[config.mk]
export PLATFORM = sky130hd
export DESIGN_NAME = pipeline_hazard_ctrl
export DESIGN_NICKNAME = d
export VERILOG_FILES = /design/src/rtl/pipeline_hazard_ctrl_pkg.sv /design/src/rtl/pipeline_hazard_ctrl_sat_counter.sv /design/src/rtl/pipeline_hazard_ctrl.sv
export SDC_FILE = /design/constraint.sdc
export NUM_CORES = 1
export LEC_CHECK = 0
export CORE_MARGIN = 2
export CORE_UTILIZATION = 53
export DETAILED_ROUTE_END_ITERATION = 10
export PLACE_DENSITY_LB_ADDON = 0.08
export SETUP_SLACK_MARGIN = 0.02
export SLEW_MARGIN = 20
export SYNTH_ARGS = -nofsm -noshare
export SYNTH_HDL_FRONTEND = slang
export SYNTH_SLANG_ARGS = --single-unit
[constraint.sdc]
create_clock -name clk -period 5.8 [get_ports clk]
set_input_delay 1.74 -clock clk [delete_from_list [all_inputs] [get_ports clk]]
set_output_delay 1.74 -clock clk [all_outputs]
set_load 0.05 [all_outputs]
[src/rtl/pipeline_hazard_ctrl_pkg.sv]
// Shared types and constants for the pipeline stall/flush controller.
package pipeline_hazard_ctrl_pkg;

    typedef enum logic {
        RUN      = 1'b0,
        MEM_WAIT = 1'b1
    } mem_state_t;

    // Which control case wins this cycle, highest priority first in the encoding order below.
    typedef enum logic [1:0] {
        CTL_NONE,
        CTL_MEM,
        CTL_BRANCH,
        CTL_HAZARD
    } ctl_case_t;

    localparam logic [3:0]  REG_PC          = 4'd15;
    localparam int unsigned MEM_TIMEOUT_DEF = 64;

endpackage

[src/rtl/pipeline_hazard_ctrl_sat_counter.sv]
// Up-counter that sticks at all-ones instead of wrapping.
module sat_counter #(
    parameter int unsigned CNT_W = 16
) (
    input  logic             clk,
    input  logic             rst,
    input  logic             inc,
    output logic [CNT_W-1:0] count
);

    always_ff @(posedge clk or posedge rst) begin
        if (rst) begin
            count <= '0;
        end else if (inc && (count != '1)) begin
            count <= count + 1'b1;
        end
    end

endmodule

[src/rtl/pipeline_hazard_ctrl.sv]
// Central stall/flush controller: RAW hazards, taken branches and multi-cycle
// SRAM waits merged into per-stage freeze/flush controls, plus a wait watchdog.
module pipeline_hazard_ctrl
    import pipeline_hazard_ctrl_pkg::*;
#(
    parameter int unsigned MEM_TIMEOUT = MEM_TIMEOUT_DEF,
    parameter int unsigned CNT_W       = 16
) (
    input  logic             clk,
    input  logic             rst,
    input  logic             fwd_en,
    input  logic [3:0]       id_src_1,
    input  logic [3:0]       id_src_2,
    input  logic             id_two_src,
    input  logic             id_uses_src_1,
    input  logic [3:0]       exe_dest,
    input  logic             exe_wb_en,
    input  logic             exe_mem_r_en,
    input  logic [3:0]       mem_dest,
    input  logic             mem_wb_en,
    input  logic             branch_taken,
    input  logic             mem_req,
    input  logic             mem_ready,
    output logic             pc_freeze,
    output logic             if_reg_freeze,
    output logic             if_reg_flush,
    output logic             id_reg_freeze,
    output logic             id_reg_flush,
    output logic             exe_reg_freeze,
    output logic             mem_reg_freeze,
    output logic             mem_err,
    output logic [CNT_W-1:0] stall_cnt,
    output logic [CNT_W-1:0] mem_wait_cnt,
    output logic [CNT_W-1:0] flush_cnt
);

    localparam logic [15:0] TIMER_LAST = 16'(MEM_TIMEOUT - 1);

    mem_state_t  state;
    logic [15:0] timer;
    logic        mem_stall;
    logic        hit_exe_1, hit_mem_1, hit_exe_2, hit_mem_2;
    logic        m1, m2, load_use, hazard;
    ctl_case_t   ctl;

    assign hit_exe_1 = exe_wb_en & (id_src_1 == exe_dest);
    assign hit_mem_1 = mem_wb_en & (id_src_1 == mem_dest);
    assign hit_exe_2 = exe_wb_en & (id_src_2 == exe_dest);
    assign hit_mem_2 = mem_wb_en & (id_src_2 == mem_dest);

    assign m1 = id_uses_src_1 & (hit_exe_1 | hit_mem_1);
    assign m2 = id_two_src & (hit_exe_2 | hit_mem_2);

    // With forwarding, only a load in EXE can't be bypassed in time.
    assign load_use = exe_mem_r_en & ((id_uses_src_1 & hit_exe_1) | (id_two_src & hit_exe_2));
    assign hazard   = fwd_en ? load_use : (m1 | m2);

    assign mem_stall = (state == MEM_WAIT) | (mem_req & ~mem_ready);

    always_comb begin
        ctl = CTL_NONE;
        if (rst)               ctl = CTL_NONE;
        else if (mem_stall)    ctl = CTL_MEM;
        else if (branch_taken) ctl = CTL_BRANCH;
        else if (hazard)       ctl = CTL_HAZARD;
    end

    always_comb begin
        pc_freeze      = 1'b0;
        if_reg_freeze  = 1'b0;
        if_reg_flush   = 1'b0;
        id_reg_freeze  = 1'b0;
        id_reg_flush   = 1'b0;
        exe_reg_freeze = 1'b0;
        mem_reg_freeze = 1'b0;
        case (ctl)
            CTL_MEM: begin
                pc_freeze      = 1'b1;
                if_reg_freeze  = 1'b1;
                id_reg_freeze  = 1'b1;
                exe_reg_freeze = 1'b1;
                mem_reg_freeze = 1'b1;
            end
            CTL_BRANCH: begin
                if_reg_flush = 1'b1;
                id_reg_flush = 1'b1;
            end
            CTL_HAZARD: begin
                pc_freeze     = 1'b1;
                if_reg_freeze = 1'b1;
                id_reg_flush  = 1'b1;
            end
            default: ;
        endcase
    end

    // Timer parks at its last value once mem_err is set; the flag is sticky anyway.
    always_ff @(posedge clk or posedge rst) begin
        if (rst) begin
            state   <= RUN;
            timer   <= '0;
            mem_err <= 1'b0;
        end else begin
            case (state)
                RUN: begin
                    timer <= '0;
                    if (mem_req && !mem_ready) state <= MEM_WAIT;
                end
                MEM_WAIT: begin
                    if (!mem_req || mem_ready) begin
                        state <= RUN;
                        timer <= '0;
                    end else if (timer == TIMER_LAST) begin
                        mem_err <= 1'b1;
                    end else begin
                        timer <= timer + 16'd1;
                    end
                end
                default: state <= RUN;
            endcase
        end
    end

    sat_counter #(.CNT_W(CNT_W)) u_stall_cnt (
        .clk   (clk),
        .rst   (rst),
        .inc   (ctl == CTL_HAZARD),
        .count (stall_cnt)
    );

    sat_counter #(.CNT_W(CNT_W)) u_mem_wait_cnt (
        .clk   (clk),
        .rst   (rst),
        .inc   (ctl == CTL_MEM),
        .count (mem_wait_cnt)
    );

    sat_counter #(.CNT_W(CNT_W)) u_flush_cnt (
        .clk   (clk),
        .rst   (rst),
        .inc   (ctl == CTL_BRANCH),
        .count (flush_cnt)
    );

endmodule

Word-level counts from Yosys, hierarchy flattened
Index checks and enable logic that the tools add are counted.
{ "op_classes": {"addsub": 4, "n_mul": 0, "n_div": 0, "order_cmp": 0, "n_eq_ne": 12, "shifts": 0, "mux": 15, "bitwise": 18, "n_reduce_logical": 10} }
{ "op_table": {"columns": ["cell", "n"], "rows": [
  ["adder 16 x 1 -> 16 bit, second input constant", 4],
  ["inequality test 16 bit, second input constant", 3],
  ["2-to-1 mux 16 bit", 2],
  ["one-hot mux 16 bit (2 select lines)", 1],
  ["equality test 16 x 6 -> 1 bit, second input constant", 1],
  ["equality test 4 bit", 4],
  ["bitwise AND 1 bit", 10],
  ["2-to-1 mux 2 bit", 4],
  ["2-to-1 mux 1 bit", 7],
  ["bitwise OR 1 bit", 5],
  ["equality test 2 bit, second input constant", 2],
  ["logical AND 1 bit", 4],
  ["OR reduction 2 bit", 2],
  ["inequality test 3 bit, second input constant", 1],
  ["NOT 1 bit", 3],
  ["AND reduction 3 bit", 1],
  ["equality test 2 x 1 -> 1 bit, second input constant", 1],
  ["logical NOT 1 bit", 2],
  ["one-hot mux 1 bit (2 select lines)", 1],
  ["logical OR 1 bit", 1]
]} }
{ "totals": {"reg_bits": 66, "latch_bits": 0, "ram_bits": 0, "romBits": 0, "out_inout_bits": 56, "word_cells": 65, "n_memories": 0} }

Longest topological paths before layout
Gate-level depths: netlist (run 1).
{ "logic_depth": {"ltp_word": 13, "ltp_mapped": 10} }

By module
From an unflattened synthesis (run 1), not the netlist that was laid out.
{ "unflattened": {"hier_cells": 339, "area_unflattened_um2": 3554.7} }
{ "modules_own_cells": {"columns": ["mod", "instances", "cells_per_inst", "area_per_inst_um2"], "rows": [
  ["sat_counter", 3, 71, 805.8],
  ["pipeline_hazard_ctrl", 1, 126, 1137.3]
]} }

Worst setup path after synthesis (run 1)
OpenSTA, ideal clock, no wires.
{ "synth_path": {"path_kind": "input-to-output", "start": "input fwd_en", "end": "output pc_freeze", "arrival_ps": 3809, "t_required_ps": 4060, "setup_slack_ps": 251, "stages": 7, "n_path_buf": 2, "path_cell_list": "and2b_1 -> nand3_1 -> nor4_1 -> o41ai_2 -> buf_6 -> a31oi_1 -> buf_4"} }
{ "synth_via": {"elab_chain_cells": 8} }
{ "synth_lines": {"columns": ["item", "line_no", "rtl"], "rows": [
  ["start, declared", "pipeline_hazard_ctrl.sv:11", "input logic fwd_en,"],
  ["2-to-1 mux 1 bit (*)", "pipeline_hazard_ctrl.sv:56", "assign hazard = fwd_en ? load_use : (m1 | m2);"],
  ["2-to-1 mux 2 bit (*)", "pipeline_hazard_ctrl.sv:65", "else if (hazard) ctl = CTL_HAZARD;"],
  ["2-to-1 mux 2 bit (*)", "pipeline_hazard_ctrl.sv:64", "else if (branch_taken) ctl = CTL_BRANCH;"],
  ["2-to-1 mux 2 bit (*)", "pipeline_hazard_ctrl.sv:63", "else if (mem_stall) ctl = CTL_MEM;"],
  ["2-to-1 mux 2 bit (*)", "pipeline_hazard_ctrl.sv:62", "if (rst) ctl = CTL_NONE;"],
  ["equality test 2 bit or equality test 2 x 1 -> 1 bit (tied branches)", null, null],
  ["OR reduction 2 bit (no source line) (*)", null, null],
  ["2-to-1 mux 1 bit (*)", null, null],
  ["end, declared", "pipeline_hazard_ctrl.sv:24", "output logic pc_freeze,"]
]} }
Every way passes the cells marked *; elsewhere a longest branch is shown, timed or not.

Worst setup path after layout (run 1)
{ "layout_path": {"start": "input fwd_en", "end": "output id_reg_flush"} }
{ "layout_via": {"elab_chain_cells": 8} }
{ "layout_lines": {"columns": ["item", "line_no", "rtl"], "rows": [
  ["2-to-1 mux 1 bit (*)", "pipeline_hazard_ctrl.sv:56", null],
  ["2-to-1 mux 2 bit (*)", "pipeline_hazard_ctrl.sv:65", null],
  ["2-to-1 mux 2 bit (*)", "pipeline_hazard_ctrl.sv:64", null],
  ["2-to-1 mux 2 bit (*)", "pipeline_hazard_ctrl.sv:63", null],
  ["2-to-1 mux 2 bit (*)", "pipeline_hazard_ctrl.sv:62", null],
  ["equality test 2 bit", "pipeline_hazard_ctrl.sv:76", "case (ctl)"],
  ["OR reduction 2 bit (no source line) (*)", null, null],
  ["2-to-1 mux 1 bit (*)", "pipeline_hazard_ctrl.sv:76", null],
  ["end, declared", "pipeline_hazard_ctrl.sv:28", "output logic id_reg_flush,"]
]} }
Marks and branches as above.

==> results of run 1 <==
## final timing paths
kind                                                       endpoint  slack (ns)
worst max-delay path                                   id_reg_flush        0.46
min in group asynchronous                           state$_DFF_PP0_        1.90
worst min-delay path                            mem_err$_DFFE_PP0P_        0.48
max in group asynchronous       u_mem_wait_cnt.count[2]$_DFFE_PP0P_        3.00
worst max register to register    u_stall_cnt.count[13]$_DFFE_PP0P_        3.32
worst min register to register                  mem_err$_DFFE_PP0P_        0.48
## sequential cells by signal, indices dropped and copies added, names as in the netlist
name / flops
u_mem_wait_cnt.count: 16
u_stall_cnt.count: 16
mem_err: 1
timer: 16
state: 1
u_flush_cnt.count: 16
## cell families (layout without fill, tap and decap cells)
kind of cell,count (synthesis),in the layout,synth area share [%]
buffers and inverters,24,115,3.237
adder cells (fa/ha/maj),4,4,1.472
AND/OR/NAND/NOR,143,143,22.59
flip-flops,66,66,48.57
multiplexers,6,6,1.913
AO/OA/AOI/OAI,21,21,4.710
XOR/XNOR,68,68,17.51
## layout make-up
type	count	area [um^2]
well taps	77	96.34
repair buffers	84	825.8
clock inverters	6	66.31
flip-flops and latches	66	1652
multi-input cells	242	1639
clock buffers	10	137.6
inverters	15	56.30
fillers	474	1804
## placed cells by master (no fill, tap or decap), drive strengths merged, types with 2 or more instances in the layout
master         netlist  layout
a21oi                7       7
a31oi                3       3
and2                 3       3
and3                 8       8
and4                 2       2
buf                  5       6
clkbuf               4      10
clkdlybuf4s50        0      78
clkinv               0       2
clkinvlp             0       3
dfrtp               66      66
ha                   4       4
inv                 15      15
mux2                 4       4
mux2i                2       2
nand2               28      28
nand3               21      21
nand3b               2       2
nand4               17      17
nor2                27      27
nor3                10      10
nor4                13      13
o21ai                5       5
o41ai                2       2
or3                  7       7
xnor2               35      35
xor2                33      33
## worst max-delay path: stages
cell and delay (ns):
clkdlybuf4s50_1 0.47, inv_1 0.04, o21ai_0 0.30, nor3_1 0.13, nor4_1 0.51, a21boi_0 0.18, buf_4 0.22
## power by group
group / switching [W] / internal, W
logic: 0.000229 / 0.000131
clock network: 0.000184 / 0.000210
registers: 0.0000506 / 0.000499
## metrics by stage
step,hold WS [ns],instances,setup WS (ns)
global placement,0.4591,484,0.4214
global route,0.5112,500,0.2844
finish,0.4803,500,0.4618
CTS,0.4861,500,0.4588
detailed placement,0.4662,484,0.4645
floorplan,0.5106,332,0.2509
## layer usage
metal | wire [um] | vias up | part of all wire (%) | track usage [%]
met5 | 0 | - | 0 | 0
met4 | 111 | 0 | 1.5 | 8.504
met3 | 485 | 11 | 6.6 | 6.825
met2 | 3335 | 87 | 45 | 32.68
met1 | 3435 | 1316 | 47 | 30.51
li1 | - | 1316 | - | -
==> impl_results.html, run 1 <==
<table>
<tr><th>Metric</th><th>Value</th></tr>
<tr><th colspan="2">GRT</th></tr>
<tr><td>Maximum number of pins on one net before global-route repair</td><td>40</td></tr>
<tr><td>First-pass GRT wire length</td><td>between 10000 and 15000 um</td></tr>
<tr><td>Remaining Overflow, GRT</td><td>0</td></tr>
<tr><td>Total routing resource utilization after global routing</td><td>between 20% and 30%</td></tr>
<tr><td>Via count of the first global-routing pass</td><td>~2600</td></tr>
<tr><td>Initial antenna violation count</td><td>0</td></tr>
<tr><th colspan="2">Logic synthesis</th></tr>
<tr><td>Yosys reg bits</td><td>66</td></tr>
<tr><td>Cells taking the most area after synthesis</td><td>dfrtp_1 49%, xnor2_1 9.0%, xor2_1 8.5%, nand2_1 3.1%, nand3_1 3.1%</td></tr>
<tr><td>Most frequent cell after synthesis</td><td>dfrtp_1</td></tr>
<tr><td>Yosys cell types</td><td>40</td></tr>
<tr><td>Total nets after synthesis</td><td>around 360</td></tr>
<tr><td>Commonest cells in the synthesized netlist</td><td>66 x dfrtp_1, 35 x xnor2_1, 33 x xor2_1, 28 x nand2_1, 27 x nor2_1</td></tr>
<tr><td>Yosys top cell area share</td><td>around half</td></tr>
<tr><td>Avg Inst Size Synth</td><td>10.24 um^2</td></tr>
<tr><td>Fraction of registers with async set or reset after synthesis</td><td>100.0%</td></tr>
<tr><td>Share of the yosys chip area belonging to registers</td><td>48.57%</td></tr>
<tr><td>Gate Count Post-Synth</td><td>between 300 and 400</td></tr>
<tr><td>Number of warnings reported in the yosys synthesis log</td><td>0</td></tr>
<tr><td>Cell type with the highest aggregate area in the netlist</td><td>dfrtp_1</td></tr>
<tr><td>Synth Flop Type</td><td>dfrtp_1</td></tr>
<tr><td>Number of enable-type register cells in the synthesized netlist</td><td>0</td></tr>
<tr><td>Area of the mapped netlist</td><td>around 3400 um^2</td></tr>
<tr><th colspan="2">Placement</th></tr>
<tr><td>Number of port buffers</td><td>around 80</td></tr>
<tr><td>Final weighted congestion in routability-driven placement</td><td>roughly 0.9</td></tr>
<tr><td>Detailed-placement wirelength estimate</td><td>between 5000 and 6000 um</td></tr>
<tr><td>Placed standard-cell area</td><td>4269 um^2</td></tr>
<tr><th colspan="2">Floorplanning</th></tr>
<tr><td>Overall die area</td><td>about 7100 um^2</td></tr>
<tr><td>Core box area</td><td>approximately 6300 um^2</td></tr>
<tr><td>Die boundary height</td><td>approximately 84 um</td></tr>
<tr><td>Std cell rows</td><td>29</td></tr>
<tr><td>Die width</td><td>about 84 um</td></tr>
<tr><td>IO Pins</td><td>between 80 and 90</td></tr>
<tr><td>Effective utilization at floorplan</td><td>between 50 and 60%</td></tr>
<tr><th colspan="2">Routing</th></tr>
<tr><td>Final ANT Viol Nets</td><td>0</td></tr>
<tr><td>Number of search-and-repair iterations in the first detailed-routing pass</td><td>4</td></tr>
<tr><td>Number of DRC markers in iteration 0</td><td>roughly 160</td></tr>
<tr><td>Routed via count</td><td>between 2000 and 3000</td></tr>
<tr><td>Via density per instance</td><td>5.460</td></tr>
<tr><td>Remaining DRCs</td><td>0</td></tr>
<tr><td>Average wire length per cell after detail routing</td><td>14.74 um</td></tr>
<tr><td>Detailed-route wire length</td><td>~7400 um</td></tr>
<tr><th colspan="2">CTS</th></tr>
<tr><td>Worst-skew pair later-pin latency</td><td>between 0.3 and 0.4 ns</td></tr>
<tr><td>TritonCTS buffer count</td><td>9</td></tr>
<tr><td>Buffers inserted by post-CTS timing repair</td><td>0</td></tr>
<tr><td>Sinks on Clock Net</td><td>66</td></tr>
<tr><td>Count of hold-fix buffers inserted at cts</td><td>0</td></tr>
<tr><td>Clock-pin slew on the worst setup and hold paths</td><td>around 0.070 ns</td></tr>
<tr><td>Number of gates resized after cts</td><td>0</td></tr>
<tr><td>H-tree levels</td><td>3</td></tr>
<tr><td>CTS Root Cell</td><td>clkbuf_8</td></tr>
<tr><td>CTS tree</td><td>yes</td></tr>
<tr><td>Number of buffers on the longest clock path</td><td>2</td></tr>
<tr><th colspan="2">STA</th></tr>
<tr><td>F_max</td><td>187.3 MHz</td></tr>
<tr><td>Worst-case clock skew</td><td>~0.013 ns</td></tr>
<tr><td>Least-Margin Pin Slew</td><td>approximately 1.1 ns</td></tr>
<tr><td>Min Tclk post-route</td><td>5.338 ns</td></tr>
<tr><td>Slew Viols, Final</td><td>0</td></tr>
<tr><td>Final critical-path share of the clock period</td><td>92.04%</td></tr>
<tr><td>Final setup fails</td><td>0</td></tr>
<tr><td>Slew margin rel.</td><td>28.41%</td></tr>
<tr><td>Fin Setup TNS</td><td>0 ns</td></tr>
<tr><td>RSZ-0062 raised after global routing</td><td>no</td></tr>
<tr><td>Hold Fails Final Rpt</td><td>0</td></tr>
<tr><th colspan="2">Final layout</th></tr>
<tr><td>Final core utilization</td><td>around 71%</td></tr>
<tr><td>Synth-to-layout area growth</td><td>31.53%</td></tr>
<tr><td>Number of nets in the layout</td><td>around 450</td></tr>
<tr><td>Layout cells sized above 1</td><td>9.220%</td></tr>
<tr><td>Final std cell area, no fill</td><td>around 4500 um^2</td></tr>
<tr><td>Count of antenna diodes in the layout</td><td>0</td></tr>
<tr><th colspan="2">Outcome</th></tr>
<tr><td>Run status</td><td>completed</td></tr>
<tr><th colspan="2">Hold path</th></tr>
<tr><td>Path category of the worst min-delay check</td><td>flip-flop to flip-flop</td></tr>
<tr><td>Hold depth</td><td>1</td></tr>
<tr><td>Hold Path Origin</td><td>mem_err$_DFFE_PP0P_</td></tr>
<tr><th colspan="2">Critical path</th></tr>
<tr><td>Start point of the critical path</td><td>fwd_en</td></tr>
<tr><td>Required @ worst endpoint</td><td>between 4 and 5 ns</td></tr>
<tr><td>Largest fanout on the critical path</td><td>3</td></tr>
<tr><td>Crit Path Class</td><td>primary input to output pin</td></tr>
<tr><td>Signal arrival time at the worst endpoint</td><td>3.60 ns</td></tr>
<tr><td>Critical path endpoint category</td><td>output pin</td></tr>
<tr><td>Setup crit start kind</td><td>primary input</td></tr>
<tr><td>Reg-to-reg critical path startpoint</td><td>u_stall_cnt.count[0]$_DFFE_PP0P_</td></tr>
<tr><td>Cell depth of the worst flop-to-flop path</td><td>6</td></tr>
<tr><th colspan="2">Job</th></tr>
<tr><td>Max-Cap Viols</td><td>0</td></tr>
<tr><th colspan="2">Power</th></tr>
<tr><td>Overall power after layout</td><td>between 0.001 and 0.0015 W</td></tr>
<tr><td>Power per unit of standard cell area</td><td>about 290 nW/um^2</td></tr>
<tr><td>Leakage component of the power</td><td>between 1.5 and 2 nW</td></tr>
<tr><td>Worst voltage drop across the vdd grid</td><td>about 360 uV</td></tr>
</table>
No activity file was read; power rests on OpenSTA's default activity.
==> run 2: changes to the inputs <==
--- a/config.mk
+++ b/config.mk
@@ -8,7 +8,7 @@
 export CORE_MARGIN = 2
 export CORE_UTILIZATION = 53
 export DETAILED_ROUTE_END_ITERATION = 10
-export PLACE_DENSITY_LB_ADDON = 0.08
+export PLACE_DENSITY = 0.85
 export SETUP_SLACK_MARGIN = 0.02
 export SLEW_MARGIN = 20
 export SYNTH_ARGS = -nofsm -noshare
==> run 2 against run 1 <==
Net effect:
- non-clock buffer count is the same
- combinational power is essentially flat
- routed wire length grew 2.7%
- hold slack lost 0.0025 ns
- sequential share of layout area grew 0.21 points
- critical path depth is the same
- cell area shrank 0.56%
- clock-buffer cell count is the same
- largest power group unchanged
- utilization shrank 0.40 points
==> impl_results.html, run 2 (synthesized netlist as in run 1, its figures left out) <==
<table>
<tr><th>Metric</th><th>Value</th></tr>
<tr><th colspan="2">CTS</th></tr>
<tr><td>Number of gates resized after cts</td><td>0 (unchanged)</td></tr>
<tr><td>Count of hold-fix buffers inserted at cts</td><td>0 (unchanged)</td></tr>
<tr><td>Sinks on Clock Net</td><td>66 (unchanged)</td></tr>
<tr><td>Worst-skew pair later-pin latency</td><td>0.34 ns (was 0.35 ns)</td></tr>
<tr><td>Number of buffers on the longest clock path</td><td>2 (unchanged)</td></tr>
<tr><td>Clock-pin slew on the worst setup and hold paths</td><td>0.07 ns (about the same)</td></tr>
<tr><td>CTS tree</td><td>yes (unchanged)</td></tr>
<tr><td>H-tree levels</td><td>3 (unchanged)</td></tr>
<tr><td>TritonCTS buffer count</td><td>9 (unchanged)</td></tr>
<tr><td>CTS Root Cell</td><td>clkbuf_8 (unchanged)</td></tr>
<tr><td>Buffers inserted by post-CTS timing repair</td><td>0 (unchanged)</td></tr>
<tr><th colspan="2">Power</th></tr>
<tr><td>Leakage component of the power</td><td>1.894 nW (was 1.904 nW)</td></tr>
<tr><td>Switching power share of the total</td><td>36.95% (was 35.57%)</td></tr>
<tr><td>Sequential power share</td><td>43.5% (was 42.2%)</td></tr>
<tr><td>Worst voltage drop across the vdd grid</td><td>368.9 uV (was 360.4 uV)</td></tr>
<tr><td>Net switching component of the power</td><td>0.0004667 W (was 0.0004639 W)</td></tr>
<tr><td>Clock share of power</td><td>27.9% (was 30.2%)</td></tr>
<tr><td>Power per unit of standard cell area</td><td>283.9 nW/um^2 (was 291.5 nW/um^2)</td></tr>
<tr><td>Portion of total power attributed to combinational logic</td><td>28.6% (was 27.6%)</td></tr>
<tr><td>Internal power component</td><td>0.0007962 W (was 0.0008401 W)</td></tr>
<tr><th colspan="2">Routing</th></tr>
<tr><td>Final ANT Viol Nets</td><td>0 (unchanged)</td></tr>
<tr><td>Average wire length per cell after detail routing</td><td>15.13 um (was 14.74 um)</td></tr>
<tr><td>Detailed-route wire length</td><td>7566 um (was 7368 um)</td></tr>
<tr><td>Routed via count</td><td>2735 (was 2730)</td></tr>
<tr><td>Number of search-and-repair iterations in the first detailed-routing pass</td><td>4 (unchanged)</td></tr>
<tr><td>Via density per instance</td><td>5.470 (was 5.460)</td></tr>
<tr><td>Remaining DRCs</td><td>0 (unchanged)</td></tr>
<tr><td>Number of DRC markers in iteration 0</td><td>148 (was 164)</td></tr>
<tr><th colspan="2">Floorplanning</th></tr>
<tr><td>Core box area</td><td>6277 um^2 (unchanged)</td></tr>
<tr><td>Overall die area</td><td>7074 um^2 (unchanged)</td></tr>
<tr><td>IO Pins</td><td>83 (unchanged)</td></tr>
<tr><td>Die boundary height</td><td>84.11 um (unchanged)</td></tr>
<tr><td>Die width</td><td>84.11 um (unchanged)</td></tr>
<tr><td>Effective utilization at floorplan</td><td>54.18% (unchanged)</td></tr>
<tr><td>Std cell rows</td><td>29 (unchanged)</td></tr>
<tr><th colspan="2">STA</th></tr>
<tr><td>RSZ-0062 raised after global routing</td><td>no (unchanged)</td></tr>
<tr><td>Worst path setup slack after routing</td><td>0.4411 ns (was 0.4618 ns)</td></tr>
<tr><td>Fin Setup TNS</td><td>0 ns (unchanged)</td></tr>
<tr><td>F_max</td><td>186.6 MHz (was 187.3 MHz)</td></tr>
<tr><td>Worst-case clock skew</td><td>0.008488 ns (was 0.01275 ns)</td></tr>
<tr><td>Final setup fails</td><td>0 (unchanged)</td></tr>
<tr><td>Hold Fails Final Rpt</td><td>0 (unchanged)</td></tr>
<tr><td>Worst hold slack</td><td>0.4778 ns (was 0.4803 ns)</td></tr>
<tr><td>Least-Margin Pin Slew</td><td>0.9675 ns (was 1.062 ns)</td></tr>
<tr><td>Slew margin rel.</td><td>34.79% (was 28.41%)</td></tr>
<tr><td>Final critical-path share of the clock period</td><td>92.39% (was 92.04%)</td></tr>
<tr><td>Min Tclk post-route</td><td>5.359 ns (was 5.338 ns)</td></tr>
<tr><td>Slew Viols, Final</td><td>0 (unchanged)</td></tr>
<tr><th colspan="2">Critical path</th></tr>
<tr><td>Largest fanout on the critical path</td><td>2 (was 3)</td></tr>
<tr><td>Signal arrival time at the worst endpoint</td><td>3.62 ns (was 3.60 ns)</td></tr>
<tr><td>Reg-to-reg critical path startpoint</td><td>u_stall_cnt.count[0]$_DFFE_PP0P_ (unchanged)</td></tr>
<tr><td>Start point of the critical path</td><td>fwd_en (unchanged)</td></tr>
<tr><td>Cell depth of the worst flop-to-flop path</td><td>6 (unchanged)</td></tr>
<tr><td>Setup crit start kind</td><td>primary input (unchanged)</td></tr>
<tr><td>Crit path largest cell delay</td><td>0.52 ns (was 0.51 ns)</td></tr>
<tr><td>Required @ worst endpoint</td><td>4.06 ns (about the same)</td></tr>
<tr><td>Critical path endpoint category</td><td>output pin (unchanged)</td></tr>
<tr><td>Worst-path cell chain</td><td>clkdlybuf4s50_1 &gt; inv_1 &gt; o21ai_0 &gt; nor3_1 &gt; o41ai_2 &gt; a31oi_1 &gt; buf_4 (was clkdlybuf4s50_1 &gt; inv_1 &gt; o21ai_0 &gt; nor3_1 &gt; nor4_1 &gt; a21boi_0 &gt; buf_4)</td></tr>
<tr><td>Crit Path Class</td><td>primary input to output pin (unchanged)</td></tr>
<tr><td>Slowest cell on the critical path</td><td>o41ai_2 (was nor4_1)</td></tr>
<tr><th colspan="2">Final layout</th></tr>
<tr><td>Synth-to-layout area growth</td><td>30.79% (was 31.53%)</td></tr>
<tr><td>Number of nets in the layout</td><td>449 (unchanged)</td></tr>
<tr><td>Leading cell type in the layout, fill and taps excluded</td><td>clkdlybuf4s50_1 (unchanged)</td></tr>
<tr><td>Layout cells sized above 1</td><td>9.220% (unchanged)</td></tr>
<tr><td>Most used cells in the layout excluding fill and tap cells</td><td>78 x clkdlybuf4s50_1, 66 x dfrtp_1, 35 x xnor2_1 (unchanged)</td></tr>
<tr><td>Count of antenna diodes in the layout</td><td>0 (unchanged)</td></tr>
<tr><th colspan="2">Outcome</th></tr>
<tr><td>Run status</td><td>completed (unchanged)</td></tr>
<tr><th colspan="2">GRT</th></tr>
<tr><td>First-pass GRT wire length</td><td>12720 um (was 12540 um)</td></tr>
<tr><td>Maximum number of pins on one net before global-route repair</td><td>43 (was 40)</td></tr>
<tr><td>Via count of the first global-routing pass</td><td>2739 (was 2648)</td></tr>
<tr><td>Remaining Overflow, GRT</td><td>0 (unchanged)</td></tr>
<tr><td>Initial antenna violation count</td><td>0 (unchanged)</td></tr>
<tr><td>Total routing resource utilization after global routing</td><td>22.20% (was 22.04%)</td></tr>
<tr><th colspan="2">Hold path</th></tr>
<tr><td>Hold Path Origin</td><td>mem_err$_DFFE_PP0P_ (unchanged)</td></tr>
<tr><td>Path category of the worst min-delay check</td><td>flip-flop to flip-flop (unchanged)</td></tr>
<tr><td>Hold depth</td><td>1 (unchanged)</td></tr>
<tr><th colspan="2">Placement</th></tr>
<tr><td>Final weighted congestion in routability-driven placement</td><td>0.8506 (was 0.9083)</td></tr>
<tr><td>Number of port buffers</td><td>82 (unchanged)</td></tr>
<tr><td>Detailed-placement wirelength estimate</td><td>5513 um (was 5289 um)</td></tr>
<tr><td>Place WS</td><td>0.4563 ns (was 0.4645 ns)</td></tr>
<tr><th colspan="2">Job</th></tr>
<tr><td>Max-Cap Viols</td><td>0 (unchanged)</td></tr>
</table>
[run 2: path summary, 6_finish.rpt]
path                                                       end  slack (ns)
min in group asynchronous  u_mem_wait_cnt.count[8]$_DFFE_PP0P_        2.06
max                                                  pc_freeze        0.44
min reg2reg                                mem_err$_DFFE_PP0P_        0.48
min                                        mem_err$_DFFE_PP0P_        0.48
max reg2reg                  u_stall_cnt.count[13]$_DFFE_PP0P_        3.38
max in group asynchronous                 timer[9]$_DFFE_PP0N_        2.90
[run 2: area by class of cell]
type,count,area [um^2]
fill,450,1829
multi-input combinational,242,1639
inverter,15,56.30
tap,77,96.34
timing repair buffer,84,825.8
clock inverter,6,41.29
clock buffer,10,137.6
sequential,66,1652
[run 2: power groups by stage]
| stage | combinational, W | clock (W) | sequential (W) |
|---|---|---|---|
| 6_report | 0.000361 | 0.000352 | 0.000550 |
| 5_1_grt | 0.000381 | 0.000377 | 0.000558 |
| 4_1_cts | 0.000364 | 0.000357 | 0.000549 |
| 3_5_place_dp | 0.000363 | 0 | 0.000557 |
| 3_3_place_gp | 0.000356 | 0 | 0.000555 |
| 2_1_floorplan | 0.000104 | 0 | 0.000683 |
[run 2: per-layer routing]
metal | part of all wire [%] | track usage, % | vias to the layer above
li1 | - | - | 1322
met1 | 45 | 29.97 | 1320
met2 | 48 | 35.50 | 87
met3 | 6.2 | 5.242 | 6
met4 | 0.83 | 7.478 | 0
met5 | 0 | 0 | -
[run 2: worst max-delay path, delay by kind of cell]
kind | cells | cell delay, ns
AO/OA/AOI/OAI | 3 | 1.00
buffers and inverters | 3 | 0.74
AND/OR/NAND/NOR | 1 | 0.14
[run 2: through the flow]
stage / instances / utilization [%] / instance area, um^2 / power, W
final: 500 / 70.86 / 4448 / 0.001263
after floorplan: 332 / - / 3401 / 0.0007877
after detailed placement: 484 / 68.01 / 4269 / 0.0009208
after global routing: 500 / 70.86 / 4448 / 0.001316
after global placement: 484 / 68.01 / 4269 / 0.0009112
after CTS: 500 / 70.86 / 4448 / 0.001270
==> run 3: changes to the inputs <==
--- a/config.mk
+++ b/config.mk
@@ -6,9 +6,10 @@
 export NUM_CORES = 1
 export LEC_CHECK = 0
 export CORE_MARGIN = 2
-export CORE_UTILIZATION = 53
+export CORE_UTILIZATION = 45
+export CTS_CLUSTER_SIZE = 40
 export DETAILED_ROUTE_END_ITERATION = 10
-export PLACE_DENSITY = 0.85
+export PLACE_DENSITY = 0.86
 export SETUP_SLACK_MARGIN = 0.02
 export SLEW_MARGIN = 20
 export SYNTH_ARGS = -nofsm -noshare
==> constraint.sdc (replaced) <==
create_clock -name clk -period 4.35 [get_ports clk]
set_input_delay 1.305 -clock clk [delete_from_list [all_inputs] [get_ports clk]]
set_output_delay 1.305 -clock clk [all_outputs]
set_load 0.05 [all_outputs]
==> run 3 against run 2 <==
Net effect:
- critical path depth is the same
- total power rose by 47%
- utilization decreased by 7.1 points
- clock-buffer cell count decreased by 1
- worst setup slack worse by 0.44 ns
- die area up 17%
- largest cell class is now multi-input combinational cells
==> impl_results.html, run 3 (synthesized netlist as in run 1, its figures left out) <==
<table>
<tr><th>Metric</th><th>Value</th></tr>
<tr><th colspan="2">Outcome</th></tr>
<tr><td>Run status</td><td>completed (unchanged)</td></tr>
<tr><th colspan="2">STA</th></tr>
<tr><td>F_max</td><td>~230 MHz</td></tr>
<tr><td>RSZ-0062 raised after global routing</td><td>yes (was no)</td></tr>
<tr><td>Hold Fails Final Rpt</td><td>0 (unchanged)</td></tr>
<tr><td>Final critical-path share of the clock period</td><td>approximately 100%</td></tr>
<tr><td>Final setup fails</td><td>0 (unchanged)</td></tr>
<tr><td>Least-Margin Pin Slew</td><td>0.9912 ns (was 0.9675 ns)</td></tr>
<tr><td>Worst hold slack</td><td>0.4842 ns (was 0.4778 ns)</td></tr>
<tr><td>Min Tclk post-route</td><td>4.349 ns</td></tr>
<tr><td>Slew margin rel.</td><td>33.20% (was 34.79%)</td></tr>
<tr><td>Worst-case clock skew</td><td>0.006718 ns (was 0.008488 ns)</td></tr>
<tr><td>Slew Viols, Final</td><td>0 (unchanged)</td></tr>
<tr><td>Worst path setup slack after routing</td><td>0.0005229 ns (was 0.4411 ns)</td></tr>
<tr><th colspan="2">Final layout</th></tr>
<tr><td>Count of antenna diodes in the layout</td><td>0 (unchanged)</td></tr>
<tr><td>Most used cells in the layout excluding fill and tap cells</td><td>74 x clkdlybuf4s50_1, 66 x dfrtp_1, 35 x xnor2_1 (was 78 x clkdlybuf4s50_1, 66 x dfrtp_1, 35 x xnor2_1)</td></tr>
<tr><td>Leading cell type in the layout, fill and taps excluded</td><td>clkdlybuf4s50_1 (unchanged)</td></tr>
<tr><td>Layout cells sized above 1</td><td>11.71% (was 9.220%)</td></tr>
<tr><td>Synth-to-layout area growth</td><td>36.72% (was 30.79%)</td></tr>
<tr><td>Final core utilization</td><td>63.76% (was 70.86%)</td></tr>
<tr><td>Count of fill cells added during filler insertion</td><td>607 (was 450)</td></tr>
<tr><td>Number of nets in the layout</td><td>453 (was 449)</td></tr>
<tr><td>Multi-input logic area</td><td>1669 um^2 (was 1639 um^2)</td></tr>
<tr><td>Sequential standard cell area</td><td>1652 um^2 (unchanged)</td></tr>
<tr><th colspan="2">CTS</th></tr>
<tr><td>H-tree levels</td><td>3 (unchanged)</td></tr>
<tr><td>Number of buffers on the longest clock path</td><td>2 (unchanged)</td></tr>
<tr><td>Worst-skew pair later-pin latency</td><td>0.34 ns (about the same)</td></tr>
<tr><td>Clock-pin slew on the worst setup and hold paths</td><td>0.07 ns (about the same)</td></tr>
<tr><td>CTS tree</td><td>yes (unchanged)</td></tr>
<tr><td>TritonCTS buffer count</td><td>9 (unchanged)</td></tr>
<tr><td>Sinks on Clock Net</td><td>66 (unchanged)</td></tr>
<tr><td>CTS Root Cell</td><td>clkbuf_8 (unchanged)</td></tr>
<tr><th colspan="2">Critical path</th></tr>
<tr><td>Crit Path Class</td><td>primary input to output pin (unchanged)</td></tr>
<tr><td>Largest fanout on the critical path</td><td>2 (unchanged)</td></tr>
<tr><td>Slowest cell on the critical path</td><td>clkdlybuf4s50_1 (was o41ai_2)</td></tr>
<tr><td>Start point of the critical path</td><td>exe_dest[0] (was fwd_en)</td></tr>
<tr><td>Worst-path cell chain</td><td>clkdlybuf4s50_1 &gt; xnor2_1 &gt; nand2_1 &gt; nor4_4 &gt; o41ai_2 &gt; a31oi_2 &gt; buf_6 (was clkdlybuf4s50_1 &gt; inv_1 &gt; o21ai_0 &gt; nor3_1 &gt; o41ai_2 &gt; a31oi_1 &gt; buf_4)</td></tr>
<tr><td>Number of buffer and inverter instances along the worst setup path</td><td>2 (was 3)</td></tr>
<tr><td>Required @ worst endpoint</td><td>3.04 ns (was 4.06 ns)</td></tr>
<tr><td>Reg-to-reg critical path startpoint</td><td>u_stall_cnt.count[2]$_DFFE_PP0P_ (was u_stall_cnt.count[0]$_DFFE_PP0P_)</td></tr>
<tr><td>Crit path max-delay family</td><td>buffers and inverters (was compound AO/OA/AOI/OAI gates)</td></tr>
<tr><td>Critical path endpoint category</td><td>output pin (unchanged)</td></tr>
<tr><td>Crit path largest cell delay</td><td>0.50 ns (was 0.52 ns)</td></tr>
<tr><td>Setup crit start kind</td><td>primary input (unchanged)</td></tr>
<tr><td>Signal arrival time at the worst endpoint</td><td>3.04 ns (was 3.62 ns)</td></tr>
<tr><th colspan="2">Routing</th></tr>
<tr><td>Average wire length per cell after detail routing</td><td>14.61 um (was 15.13 um)</td></tr>
<tr><td>Detailed-route wire length</td><td>7687 um (was 7566 um)</td></tr>
<tr><td>Routed via count</td><td>2774 (was 2735)</td></tr>
<tr><td>Number of search-and-repair iterations in the first detailed-routing pass</td><td>4 (unchanged)</td></tr>
<tr><td>Via density per instance</td><td>5.274 (was 5.470)</td></tr>
<tr><td>Final ANT Viol Nets</td><td>0 (unchanged)</td></tr>
<tr><td>Remaining DRCs</td><td>0 (unchanged)</td></tr>
<tr><td>Number of DRC markers in iteration 0</td><td>106 (was 148)</td></tr>
<tr><th colspan="2">Hold path</th></tr>
<tr><td>Hold Path Origin</td><td>mem_err$_DFFE_PP0P_ (unchanged)</td></tr>
<tr><td>Path category of the worst min-delay check</td><td>flip-flop to flip-flop (unchanged)</td></tr>
<tr><th colspan="2">Power</th></tr>
<tr><td>Leakage component of the power</td><td>1.985 nW (was 1.894 nW)</td></tr>
<tr><td>Power per unit of standard cell area</td><td>398.6 nW/um^2 (was 283.9 nW/um^2)</td></tr>
<tr><td>Worst voltage drop across the vdd grid</td><td>484.3 uV (was 368.9 uV)</td></tr>
<tr><td>Overall power after layout</td><td>0.001853 W (was 0.001263 W)</td></tr>
<tr><th colspan="2">Floorplanning</th></tr>
<tr><td>IO Pins</td><td>83 (unchanged)</td></tr>
<tr><td>Std cell rows</td><td>31 (was 29)</td></tr>
<tr><td>Core box area</td><td>7292 um^2 (was 6277 um^2)</td></tr>
<tr><td>Die boundary height</td><td>90.93 um (was 84.11 um)</td></tr>
<tr><td>Overall die area</td><td>8268 um^2 (was 7074 um^2)</td></tr>
<tr><td>Die width</td><td>90.93 um (was 84.11 um)</td></tr>
<tr><td>Effective utilization at floorplan</td><td>46.64% (was 54.18%)</td></tr>
<tr><th colspan="2">GRT</th></tr>
<tr><td>Initial antenna violation count</td><td>0 (unchanged)</td></tr>
<tr><td>Maximum number of pins on one net before global-route repair</td><td>29 (was 43)</td></tr>
<tr><td>Total routing resource utilization after global routing</td><td>19.54% (was 22.20%)</td></tr>
<tr><td>Via count of the first global-routing pass</td><td>2828 (was 2739)</td></tr>
<tr><td>Remaining Overflow, GRT</td><td>0 (unchanged)</td></tr>
<tr><td>First-pass GRT wire length</td><td>13100 um (was 12720 um)</td></tr>
<tr><th colspan="2">Placement</th></tr>
<tr><td>Place WS</td><td>-0.04161 ns (was 0.4563 ns)</td></tr>
<tr><td>Final weighted congestion in routability-driven placement</td><td>0.8340 (was 0.8506)</td></tr>
<tr><td>Detailed-placement wirelength estimate</td><td>5637 um (was 5513 um)</td></tr>
<tr><td>Number of port buffers</td><td>82 (unchanged)</td></tr>
<tr><th colspan="2">Job</th></tr>
<tr><td>Max-Cap Viols</td><td>0 (unchanged)</td></tr>
</table>
-- run 3: cell types whose count changed in the layout (fill, tap and decap cells not counted), sizes merged --
cell	delta
clkinvlp	-2
clkbuf	-1
dlymetal6s2s	+1
buf	+7
clkdlybuf4s50	-4
bufinv	+3
-- run 3: layer usage --
layer	share of wire [%]	vias to the layer above	global-route usage [%]
li1	-	1324	-
met1	43	1354	23.62
met2	50	86	33.02
met3	5.6	10	5.726
met4	1.4	0	7.323
met5	0	-	0
-- run 3: path summary, 6_finish.rpt --
path,endpoint,slack (ns),cells past startpoint
worst max-delay path,if_reg_freeze,0.0005,7
worst min register to register,mem_err$_DFFE_PP0P_,0.48,1
worst min-delay path,mem_err$_DFFE_PP0P_,0.48,1
max in group asynchronous,u_flush_cnt.count[7]$_DFFE_PP0P_,2.23,3
min in group asynchronous,u_stall_cnt.count[0]$_DFFE_PP0P_,1.43,2
worst max register to register,u_stall_cnt.count[13]$_DFFE_PP0P_,1.92,6
-- run 3: worst reg2reg max path: cells and delay by family (launching register included) --
family | cells | cell delay [ns]
compound gates | 1 | 0.85
xor+xnor | 1 | 0.14
flops | 1 | 0.44
simple gates | 4 | 0.87
-- run 3: final cells by class --
cell class | count | area share [%]
inverters | 15 | 1.211
repair buffers | 88 | 19.54
flip-flops and latches | 66 | 35.52
clock inverters | 7 | 2.503
well taps | 99 | 2.664
clock buffers | 9 | 2.664
multi-input cells | 242 | 35.90
-- run 3: through the flow --
step | TNS (ns) | std cells | cell area [um^2]
2_1_floorplan | -0.01043 | 332 | 3407
3_3_place_gp | -0.0006852 | 510 | 4375
3_5_place_dp | -0.08319 | 510 | 4375
4_1_cts | 0 | 526 | 4636
5_1_grt | -0.1200 | 526 | 4649
6_report | 0 | 526 | 4649
-- run 3: report_power, final --
part           internal [W]  switching (W)
combinational      0.000182       0.000313
sequential         0.000665      0.0000697
clock              0.000380       0.000242
total               0.00123       0.000625
-- run 3: timing repair --
action,CTS,global route
hold buffers,0,0
cloned,0,0
gates resized for setup,5,3
pin swaps,1,2
setup endpoints to repair,2,3
setup buffers,0,0
